<file path="src/rtl/fft_frame_sched.sv">
// Frame scheduler for the 256-point FFT core: queues requests, issues START,
// frames the phase-aligned 64-beat load window and the DONE-framed drain.
module fft_frame_sched #(
    parameter int FRAME_BEATS = 64,
    parameter int COOL_CYCLES = 3,
    parameter int TIMEOUT     = 1024,
    parameter int REQ_DEPTH   = 4
) (
    input  logic        CLK,
    input  logic        RST,
    input  logic        REQ,
    output logic        REQ_FULL,
    input  logic        IN_VALID,
    output logic        IN_READY,
    output logic        ZERO_FILL,
    output logic        START,
    input  logic        DONE,
    output logic        OUT_VALID,
    output logic        OUT_LAST,
    input  logic        OUT_READY,
    output logic        BUSY,
    output logic [15:0] FRAME_CNT,
    output logic        ERR_UNDERRUN,
    output logic        ERR_OVERRUN,
    output logic        ERR_TIMEOUT,
    input  logic        CLR_ERR
);

    localparam int PW   = $clog2(REQ_DEPTH + 1);
    localparam int BW   = $clog2(FRAME_BEATS) + 1;
    localparam int CMAX = (TIMEOUT > COOL_CYCLES) ? TIMEOUT : COOL_CYCLES;
    localparam int WW   = $clog2(CMAX + 1);

    localparam logic [PW-1:0] PEND_FULL = PW'(REQ_DEPTH);
    localparam logic [BW-1:0] LAST_BEAT = BW'(FRAME_BEATS - 1);
    localparam logic [WW-1:0] WAIT_LAST = WW'(TIMEOUT - 1);
    localparam logic [WW-1:0] COOL_LAST = WW'(COOL_CYCLES - 1);

    typedef enum logic [2:0] {
        S_IDLE,
        S_ARM,
        S_LOAD,
        S_WAIT,
        S_DRAIN,
        S_COOL
    } state_t;

    state_t        state_q;
    logic [PW-1:0] pend_q, pend_d;
    logic [BW-1:0] beat_q;
    logic [WW-1:0] wait_q;
    logic [15:0]   frame_q;
    logic [2:0]    err_q, err_d;

    logic full, dec, acc, set_u, set_o, set_t;

    assign full      = (pend_q == PEND_FULL);
    assign IN_READY  = (state_q == S_LOAD);
    assign ZERO_FILL = IN_READY & ~IN_VALID;
    assign START     = (state_q == S_ARM);
    assign OUT_VALID = (state_q == S_DRAIN) & DONE;
    assign OUT_LAST  = (state_q == S_DRAIN) && (beat_q == LAST_BEAT);
    assign BUSY      = (state_q != S_IDLE);
    assign REQ_FULL  = full;
    assign FRAME_CNT = frame_q;

    assign ERR_UNDERRUN = err_q[0];
    assign ERR_OVERRUN  = err_q[1];
    assign ERR_TIMEOUT  = err_q[2];

    always_comb begin
        dec    = (state_q == S_IDLE) && (pend_q != '0);
        // a request landing on the dequeue edge always fits
        acc    = REQ && (!full || dec);
        pend_d = pend_q;
        if (acc && !dec) begin
            pend_d = pend_q + PW'(1);
        end else if (!acc && dec) begin
            pend_d = pend_q - PW'(1);
        end
        set_u = (state_q == S_LOAD) && !IN_VALID;
        set_o = OUT_VALID && !OUT_READY;
        set_t = (state_q == S_WAIT) && !DONE && (wait_q == WAIT_LAST);
        err_d = (err_q & ~{3{CLR_ERR}}) | {set_t, set_o, set_u};
    end

    always_ff @(posedge CLK) begin
        if (RST) begin
            state_q <= S_IDLE;
            pend_q  <= '0;
            beat_q  <= '0;
            wait_q  <= '0;
            frame_q <= '0;
            err_q   <= '0;
        end else begin
            pend_q <= pend_d;
            err_q  <= err_d;
            unique case (state_q)
                S_IDLE: begin
                    if (dec) state_q <= S_ARM;
                end
                S_ARM: begin
                    state_q <= S_LOAD;
                    beat_q  <= '0;
                end
                S_LOAD: begin
                    if (beat_q == LAST_BEAT) begin
                        state_q <= S_WAIT;
                        wait_q  <= '0;
                    end else begin
                        beat_q <= beat_q + BW'(1);
                    end
                end
                S_WAIT: begin
                    if (DONE) begin
                        state_q <= S_DRAIN;
                        beat_q  <= '0;
                    end else if (wait_q == WAIT_LAST) begin
                        state_q <= S_COOL;
                        wait_q  <= '0;
                    end else begin
                        wait_q <= wait_q + WW'(1);
                    end
                end
                S_DRAIN: begin
                    if (DONE) begin
                        beat_q <= beat_q + BW'(1);
                    end else begin
                        state_q <= S_COOL;
                        wait_q  <= '0;
                        frame_q <= frame_q + 16'd1;
                    end
                end
                S_COOL: begin
                    if (wait_q == COOL_LAST) begin
                        state_q <= S_IDLE;
                    end else begin
                        wait_q <= wait_q + WW'(1);
                    end
                end
                default: state_q <= S_IDLE;
            endcase
        end
    end

endmodule

</file>
<file path="config.mk">
export PLATFORM = sky130hd
export DESIGN_NAME = fft_frame_sched
export DESIGN_NICKNAME = d
export VERILOG_FILES = /design/src/rtl/fft_frame_sched.sv
export SDC_FILE = /design/constraint.sdc
export NUM_CORES = 1
export LEC_CHECK = 0
export BUFFER_PORTS_ARGS = -buffer_cell sky130_fd_sc_hd__buf_4
export CORE_AREA = 10 10 80 117
export DETAILED_ROUTE_END_ITERATION = 10
export DIE_AREA = 0 0 90 127
export PLACE_DENSITY = 0.52
export SLEW_MARGIN = 0
export SYNTH_ARGS = -nofsm -noshare
export SYNTH_HDL_FRONTEND = slang
export SYNTH_SLANG_ARGS = --single-unit
</file>
<file path="constraint.sdc">
create_clock -name CLK -period 2.9 [get_ports CLK]
set_clock_uncertainty 0.05 [all_clocks]
set_input_delay 0.29 -clock CLK [delete_from_list [all_inputs] [get_ports CLK]]
set_output_delay 0.29 -clock CLK [all_outputs]
set_load 0.05 [all_outputs]
</file>
==> results of run 1 <==
-- metrics by stage --
stage	total power [mW]	hold WS (ns)	worst slack [ns]	cell area, sq um	cells
after floorplan	1.21	0.399	0.302	2210	261
after global placement	1.36	0.420	0.534	2560	390
after detailed placement	1.36	0.440	0.480	2560	390
after CTS	1.93	0.265	0.463	2700	397
after global routing	2.03	0.283	0.283	2700	397
final	1.91	0.271	0.465	2700	397
-- metal layers --
layer	routed length (microns)	share of wire
met1	2310	0.42
met3	263	0.048
met5	0	0
met4	82	0.015
met2	2860	0.52
-- worst max-delay path, stage by stage, from the launching register on --
cell      delay, ns
dfxtp_1        0.44
or3_1          0.45
a21boi_0       0.18
ha_1           0.21
inv_1          0.06
fa_1           0.37
xor2_1         0.16
or3_1          0.31
a21oi_1        0.13
-- final timing paths --
path	start	to	slack, ns	cells past startpoint
setup / recovery	state_q[1]$_SDFFE_PP0P_	pend_q[2]$_SDFFE_PP0P_	0.47	8
hold / removal	IN_VALID	err_q[0]$_SDFF_PP0_	0.27	4
setup reg to reg	state_q[1]$_SDFFE_PP0P_	pend_q[2]$_SDFFE_PP0P_	0.47	8
hold reg to reg	pend_q[2]$_SDFFE_PP0P_	pend_q[2]$_SDFFE_PP0P_	0.45	2
-- power by group --
group	switching, mW	total [mW]	internal (mW)
Combinational	0.413	0.653	0.239
Sequential	0.0623	0.699	0.636
Clock	0.223	0.559	0.336
-- cell usage after synthesis, drive strengths merged (2+ instances only) --
master	number
nand4	12
nand2	15
nand3	12
nor4b	2
or2	2
nor4	4
nor3	7
o21ai	11
dfxtp	43
a22o	2
inv	9
nand2b	4
xnor2	9
xor2	15
o31ai	6
a22oi	2
clkbuf	3
nor3b	4
nor2b	5
or3	8
ha	5
a2111oi	2
and3	4
mux2i	2
nor2	39
or4	2
buf	5
a21oi	15
-- logic make-up (layout without fill, tap and decap cells) --
| logic type | count (synthesis) | count (layout) | synth area share |
|---|---|---|---|
| AND/OR/NAND/NOR | 124 | 124 | 0.303 |
| buffers and inverters | 17 | 51 | 0.0346 |
| multiplexers | 3 | 3 | 0.0142 |
| flip-flops | 43 | 43 | 0.391 |
| XOR/XNOR | 24 | 24 | 0.0954 |
| AO/OA/AOI/OAI | 44 | 44 | 0.125 |
| adder cells (fa/ha/maj) | 6 | 6 | 0.0375 |
-- area by class of cell --
type / instances / area share
Inverter: 9 / 0.0125
Sequential cell: 43 / 0.319
Clock inverter: 1 / 0.00185
Tap cell: 102 / 0.0473
Timing Repair Buffer: 35 / 0.0973
Clock buffer: 6 / 0.0514
Multi-Input combinational cell: 201 / 0.471
-- state kept, by name, indices dropped and copies added, names as in the netlist --
register / count
pend_q: 3
FRAME_CNT: 16
state_q: 3
err_q: 3
beat_q: 7
wait_q: 11
==> impl_results.md, run 1 <==
- Fin util: 0.366
- CP endpoint kind: flip-flop
- # setup viols final: 0
- FF+latch area: between 800 and 900 sq um
- Diode count: 0
- Placer's final routability congestion estimate: around 0.78
- Data required, critical path: 3.07 ns
- M3 GR Usage: 0.0311
- I/O pin cnt: 33
- Synth Area per Inst: roughly 8.4 sq um
- Maximum buffer depth of the clock tree: 2
- M1 GR Usage: 0.105
- # resized after CTS: 0
- Via density: roughly 5
- Seq/Total Area, Yosys: 0.391
- Die X: ~90 microns
- Num rows: 39
- Die Height: about 130 microns
- Worst Path Arrival: ~2.6 ns
- Clock Latency Late Sink: ~0.29 ns
- Status: finished clean
- I/O Buffers: 32
- Top cells by area, synth: dfxtp_1, nor2_1, xor2_1, xnor2_1, a21oi_1
- Fin crit share: 0.840
- Area of the mapped netlist: ~2200 sq um
- First-pass GRT wire length: around 9500 microns
- Initial Util: 0.299
- Nets: slightly above 300
- Worst-Margin Slew: 0.674 ns
- Worst Path Max Fanout: 13
- Post-DRT Antenna Nets: 0
- DIE AREA: about 11000 sq um
- Mapped Cells: about 260
- Vias in the first global route: around 2.0k
- Syn-to-layout area delta: 22.5%
- Largest net degree at the start of global routing: 32
- H-tree depth reported by CTS: 2
- Layout cell share with drive strength beyond 1: 0.166
- CTS Buf Count: 5
- 1st-iter DRT viols: approximately 110
- Reg clk slew, reported paths: roughly 0.06 ns
- Yosys warning count: 0
- CTS sink count: 43
- Hold Path Class: input port to flip-flop
- Yosys top cell by area: dfxtp_1
- Total Routing Usage GR: 0.0993
- Leak Pwr: slightly above 1 nW
- Synth cell types: 46
- FF+latch count, synth: 43
- Filler cells: 770
- Syn_nets: 274
- Wirelength, routed: about 5500 microns
- Top cell type's share of synthesized area: 0.391
- Routed wire length per instance: between 10 and 15 microns
- Leading cell type in the layout, fill and taps excluded: dfxtp_1
- CP Launch Type: flip-flop
- Most frequent cells in the layout: dfxtp_1, nor2_1, buf_4
- Number of max-slew violations in the final report: 0
- GR Util met2: 0.180
- Gr ovfl total: 0
- Hold-fix buffers, CTS: 0
- Initial antenna violation count: 0
- Vias: between 1.5k and 2k
- TritonRoute pass-1 iters: 4
- Drc violations: 0
- CTS tree: built
- Unrepaired setup endpoints after global routing: false
- Setup TNS: 0 ns
- Post-synth EDFFs: 0
- Setup Buffers After CTS: 0
- Fraction of registers with async set or reset after synthesis: 0
- Max Cap Viol: 0
- Cell area power density: slightly above 700 nW/um^2
- Peak VDD IR: 0.472 mV
- Clk root buf: clkbuf_16
- Fmax: just over 0.4 GHz
- Grt peak-use layer: met2
- Final min period: between 2 and 2.5 ns
- Final hold violations: 0
- CORE AREA: approximately 7400 sq um
- Slew HR: 0.547
- Crit path kind: flip-flop to flip-flop
- Multi-input gate area: ~1300 sq um
- Final HPWL DP: slightly above 4000 microns
- Ys flop type: dfxtp_1
Note: power is estimated with default switching activity, not from simulation.
==> inputs of run 2 (changes only) <==
--- a/config.mk
+++ b/config.mk
@@ -9,7 +9,7 @@
 export CORE_AREA = 10 10 80 117
 export DETAILED_ROUTE_END_ITERATION = 10
 export DIE_AREA = 0 0 90 127
-export PLACE_DENSITY = 0.52
+export PLACE_DENSITY = 0.53
 export SLEW_MARGIN = 0
 export SYNTH_ARGS = -nofsm -noshare
 export SYNTH_HDL_FRONTEND = slang
==> constraint.sdc (replaced) <==
create_clock -name CLK -period 2 [get_ports CLK]
set_clock_uncertainty 0.05 [all_clocks]
set_input_delay 0.2 -clock CLK [delete_from_list [all_inputs] [get_ports CLK]]
set_output_delay 0.2 -clock CLK [all_outputs]
set_load 0.05 [all_outputs]
==> run 2 against run 1 <==
Against the previous run:
- the flow now finishes with violations (setup timing)
- register-to-register slack got worse by 0.56 ns
- final cell count increased by 7.3%
- via count increased by 7.6%
- maximum frequency increased by 16%
- final area increased by 15%
- combinational power increased by 110%
- wire length increased by 8.0%
==> impl_results.md, run 2 (same netlist as run 1, synthesis figures left out) <==
- Fin util: 0.420
- CP Launch Type: flip-flop
- CTS Buf Count: 5
- CTS tree: built
- Die Height: about 130 microns
- Diode count: 0
- Fmax: 0.478 GHz
- Status: finished, violations left
- Pint: 2.27 mW
- Overall power: 3.40 mW
- Clk pwr share: 0.312
- Switch share: 0.333
- Die X: roughly 90 microns
- Largest net degree at the start of global routing: 32
- 1st-iter DRT viols: 91
- CP endpoint kind: flip-flop
- Setup TNS: -0.0926 ns
- Start point of the critical path: state_q[2]$_SDFFE_PP0P_
- Hold path startpoint: OUT_READY
- Worst Path Max Fanout: 3
- Hold Slack: roughly 0.16 ns
- Most frequent cells in the layout: buf_4, dfxtp_1, nor2_1, nand2_1, xor2_1
- H-tree depth reported by CTS: 2
- Post-DRT Antenna Nets: 0
- Final worst slack: -0.0926 ns
- DP Area: between 2000 and 3000 sq um
- Data required, critical path: 2.17 ns
- I/O pin cnt: 33
- Filler cells: 752
- Clk root buf: clkbuf_16
- Gr ovfl total: 0
- Multi-input gate area: around 1400 sq um
- CORE AREA: roughly 7400 sq um
- Crit path kind: flip-flop to flip-flop
- RR Startpoint: state_q[2]$_SDFFE_PP0P_
- Vias in the first global route: around 2.1k
- Peak VDD IR: between 0.6 and 0.7 mV
- # setup viols final: 1
- Layout cell share with drive strength beyond 1: 0.296
- Num rows: 39
- Unrepaired setup endpoints after global routing: true
- Hold-fix buffers, CTS: 0
- Syn-to-layout area delta: 40.4%
- Drc violations: 0
- TritonRoute pass-1 iters: 4
- Leak Pwr: between 1 and 1.5 nW
- Final min period: about 2.1 ns
- Final HPWL DP: 4360 microns
- Number of max-slew violations in the final report: 0
- Placer's final routability congestion estimate: about 0.79
- Worst-Margin Slew: 0.454 ns
- FF+latch area: 867 sq um
- Initial antenna violation count: 0
- Failing checks: setup timing
- Leading cell type in the layout, fill and taps excluded: buf_4
- Vias: around 2.1k
- DIE AREA: ~11000 sq um
- Hold Path Class: input port to flip-flop
- I/O Buffers: 32
- Largest register FFs: 16
- Seq pwr share: 0.289
- Switch Pwr: 1.13 mW
- First-pass GRT wire length: 9600 microns
- Max Cap Viol: 0
- Initial Util: 0.299
- Worst Path Arrival: 2.26 ns
- Cell area power density: 1100 nW/um^2
- Maximum buffer depth of the clock tree: 2
- Fin crit share: 1.05
- Nets: between 300 and 400
- CTS sink count: 43
- Total Routing Usage GR: 0.101
- Clock Latency Late Sink: about 0.29 ns
- Finished Cell Area: 3090 sq um
- Slew HR: 0.694
- Reg clk slew, reported paths: around 0.060 ns
- Final hold violations: 0
- Routed wire length per instance: between 10 and 15 microns
- Wirelength, routed: a little under 6000 microns
- Gate power share: 0.399
- Via density: between 4 and 5
## run 2: changes by cell type in the layout (fill, tap and decap cells not counted), moves of 2 or more
cell	change
bufinv_16	+2
dfxtp_1	-3
dfxtp_2	+2
nor3b_2	-2
buf_4	+24
nor3b_4	+3
buf_6	+3
ha_1	-2
nor3_1	-4
nand3_1	-2
nor3_2	+3
## run 2: per-layer routing
layer	routed length (microns)	global-route usage	share of wire
met5	0	0	0
met4	111	0.0423	0.019
met3	227	0.0252	0.038
met2	3250	0.189	0.55
met1	2370	0.104	0.40
## run 2: worst paths after layout
kind / cells after the start / end / slack (ns)
worst max-delay path: 8 / pend_q[2]$_SDFFE_PP0P_ / -0.09
worst min-delay path: 4 / err_q[1]$_SDFF_PP0_ / 0.16
worst max register to register: 8 / pend_q[2]$_SDFFE_PP0P_ / -0.09
worst min register to register: 2 / err_q[1]$_SDFF_PP0_ / 0.44
## run 2: area by class of cell
cell class                 count  area share
timing repair buffer          63       0.158
sequential                    43       0.280
inverter                       9      0.0109
clock inverter                 2      0.0194
tap                          102      0.0412
multi-input combinational    201       0.449
clock buffer                   6      0.0416
## run 2: worst max-delay path, cell delays in order, from the launching register on
cell      delay (ns)
dfxtp_2         0.32
or3_4           0.39
a21boi_2        0.13
ha_2            0.19
inv_2           0.04
fa_2            0.32
xor2_1          0.15
or3_1           0.31
a21oi_1         0.13
## run 2: power by group through the flow
stage | sequential [mW] | clock [mW] | combinational (mW)
after detailed placement | 0.998 | 0 | 1.23
after floorplan | 1.02 | 0 | 0.803
after CTS | 0.979 | 1.07 | 1.25
after global routing | 0.995 | 1.10 | 1.48
after global placement | 0.995 | 0 | 1.23
final | 0.984 | 1.06 | 1.36
## run 2: repair_timing
item | CTS | global route
endpoints found under the setup margin | 5 | 12
buffers inserted | 0 | 7
cloned | 0 | 1
pin swaps | 4 | 7
gates resized for setup | 5 | 16
## run 2: metrics by stage
stage / setup slack (ns) / cells
after floorplan: -0.330 / 261
final: -0.0926 / 426
after detailed placement: -0.113 / 410
after global placement: -0.0578 / 410
after global routing: -0.174 / 426
after CTS: -0.116 / 418
==> inputs of run 3 (changes only) <==
--- a/config.mk
+++ b/config.mk
@@ -9,6 +9,7 @@
 export CORE_AREA = 10 10 80 117
 export DETAILED_ROUTE_END_ITERATION = 10
 export DIE_AREA = 0 0 90 127
+export MAX_ROUTING_LAYER = met4
 export PLACE_DENSITY = 0.53
 export SLEW_MARGIN = 0
 export SYNTH_ARGS = -nofsm -noshare
==> constraint.sdc (replaced) <==
create_clock -name CLK -period 1.69 [get_ports CLK]
set_clock_uncertainty 0.05 [all_clocks]
set_input_delay 0.169 -clock CLK [delete_from_list [all_inputs] [get_ports CLK]]
set_output_delay 0.169 -clock CLK [all_outputs]
set_load 0.05 [all_outputs]
==> run 3 against run 2 <==
Against the previous run:
- the flow still finishes with violations (setup timing)
- combinational power up 58%
- via count up 8.3%
- final area up 18%
- maximum frequency down 1.6%
- critical path depth unchanged
- first-iteration DRC count down 21%
- power up 26%
- worst setup slack worse by 0.34 ns
- sequential power up 18%
- final cell count up 10%
- critical path type unchanged
- highest routed layer unchanged
==> impl_results.md, run 3 (same netlist as run 1, synthesis figures left out) <==
- Final HPWL DP: between 4000 and 5000 microns
- DIE AREA: 11400 sq um
- Syn-to-layout area delta: 66.2%
- Total Routing Usage GR: 0.120
- I/O pin cnt: 33
- Final hold violations: 0
- Slew HR: 0.762
- DP Area: slightly above 3000 sq um
- Unrepaired setup endpoints after global routing: true
- Worst Path Arrival: 2.30 ns
- # setup viols final: 22
- Failing checks: setup timing
- Filler cells: about 730
- Fin crit share: 1.26
- Switch Pwr: 1.56 mW
- Most frequent cells in the layout: buf_4, nor2_1, dfxtp_1, xor2_1, nand2_1
- R2R depth: 8
- Finished Cell Area: around 3700 sq um
- Crit path kind: flip-flop to flip-flop
- Multi-input gate area: between 1500 and 2000 sq um
- Hold Slack: approximately 0.13 ns
- Post-DRT Antenna Nets: 0
- Final min period: about 2.1 ns
- H-tree depth reported by CTS: 2
- Hold-fix buffers, CTS: 0
- Vias in the first global route: approximately 2.4k
- Initial Util: 0.299
- CTS tree: built
- Switch share: 0.364
- RR Startpoint: state_q[0]$_SDFFE_PP0P_
- Reg clk slew, reported paths: approximately 0.060 ns
- R2r setup slk: -0.44 ns
- Drc violations: 0
- CORE AREA: about 7400 sq um
- Final worst slack: -0.436 ns
- Worst Path Max Fanout: 3
- Routed wire length per instance: roughly 14 microns
- Max Cap Viol: 0
- CP endpoint kind: flip-flop
- TritonRoute pass-1 iters: 4
- Post-Place Setup Slack: -0.417 ns
- Layout cell share with drive strength beyond 1: 0.467
- Worst-Margin Slew: ~0.35 ns
- Clk root buf: clkbuf_16
- Leading cell type in the layout, fill and taps excluded: buf_4
- Via density: 4.81
- Placer's final routability congestion estimate: between 0.7 and 0.8
- Fmax: 0.470 GHz
- First-pass GRT wire length: around 11000 microns
- Nets: 380
- 1st-iter DRT viols: slightly above 70
- Gr ovfl total: 0
- Initial antenna violation count: 0
- Die X: ~90 microns
- Reg2reg end: pend_q[2]$_SDFFE_PP0P_
- Wirelength, routed: between 6000 and 7000 microns
- I/O Buffers: 32
- Hold Path Class: input port to flip-flop
- Die Height: between 100 and 150 microns
- Num rows: 39
- Largest net degree at the start of global routing: 31
- Maximum buffer depth of the clock tree: 2
- FF+latch area: around 900 sq um
- Overall power: between 4 and 5 mW
- Diode count: 0
- Vias: between 2k and 2.5k
- CTS sink count: 43
- Status: finished, violations left
- Clock Latency Late Sink: approximately 0.29 ns
- Start point of the critical path: state_q[0]$_SDFFE_PP0P_
- Clk pwr share: 0.227
- Peak VDD IR: 0.823 mV
- Cell area power density: ~1200 nW/um^2
- Number of max-slew violations in the final report: 0
- Gate power share: 0.503
- Largest register FFs: 16
- Leak Pwr: approximately 1.5 nW
- CP Launch Type: flip-flop
- CTS Buf Count: 5
- Pint: around 2.7 mW
- Data required, critical path: ~1.9 ns
- Worst setup path endpoint: pend_q[2]$_SDFFE_PP0P_
- Seq pwr share: 0.271
## run 3: worst max-delay path, stage by stage, from the launching register on
cell	delay, ns
dfxtp_4	0.34
or3_4	0.37
a21boi_2	0.17
ha_4	0.15
inv_2	0.03
fa_2	0.32
xor2_1	0.16
or3_1	0.34
a21oi_2	0.13
## run 3: stage by stage
stage,setup TNS [ns],cells,util
6_report,-2.01,470,0.497
5_1_grt,-5.03,470,0.497
3_3_place_gp,-3.61,446,0.422
2_1_floorplan,-5.40,261,-
4_1_cts,-1.63,464,0.474
3_5_place_dp,-4.33,446,0.422
## run 3: cell type report
type,count,share of cell area
Inverter,9,0.00923
Tap cell,102,0.0349
Sequential cell,43,0.239
Timing Repair Buffer,106,0.233
Clock buffer,6,0.0352
Clock inverter,2,0.00342
Multi-Input combinational cell,202,0.446
## run 3: worst min path at each step
stage,from,endpoint,slack (ns),cells past startpoint
6_report,OUT_READY,err_q[1]$_SDFF_PP0_,0.13,4
5_1_grt,IN_VALID,err_q[0]$_SDFF_PP0_,0.16,4
4_1_cts,OUT_READY,err_q[1]$_SDFF_PP0_,0.12,4
3_5_place_dp,OUT_READY,err_q[1]$_SDFF_PP0_,0.43,4
3_3_place_gp,err_q[0]$_SDFF_PP0_,err_q[0]$_SDFF_PP0_,0.42,2
2_1_floorplan,RST,state_q[2]$_SDFFE_PP0P_,0.28,2
## run 3: power by group through the flow
stage	sequential (mW)	clock, mW	combinational [mW]
floorplan	1.21	0	1.06
global placement	1.16	0	1.76
detailed placement	1.17	0	1.77
CTS	1.16	0.998	2.04
global route	1.17	1.02	2.34
finish	1.16	0.970	2.15
## run 3: layer usage
layer / share of wire / track usage / up-vias
met4: 0.021 / 0.0620 / 0
met5: 0 / - / -
li1: - / - / 1144
met3: 0.022 / 0.0240 / 12
met1: 0.41 / 0.124 / 1068
met2: 0.54 / 0.211 / 39
## run 3: timing repair
item	CTS	global route
buffers inserted	9	7
hold endpoints to repair	0	0
pin swaps	15	16
gates resized for setup	34	23
cloned	1	0
setup endpoints to repair	37	44
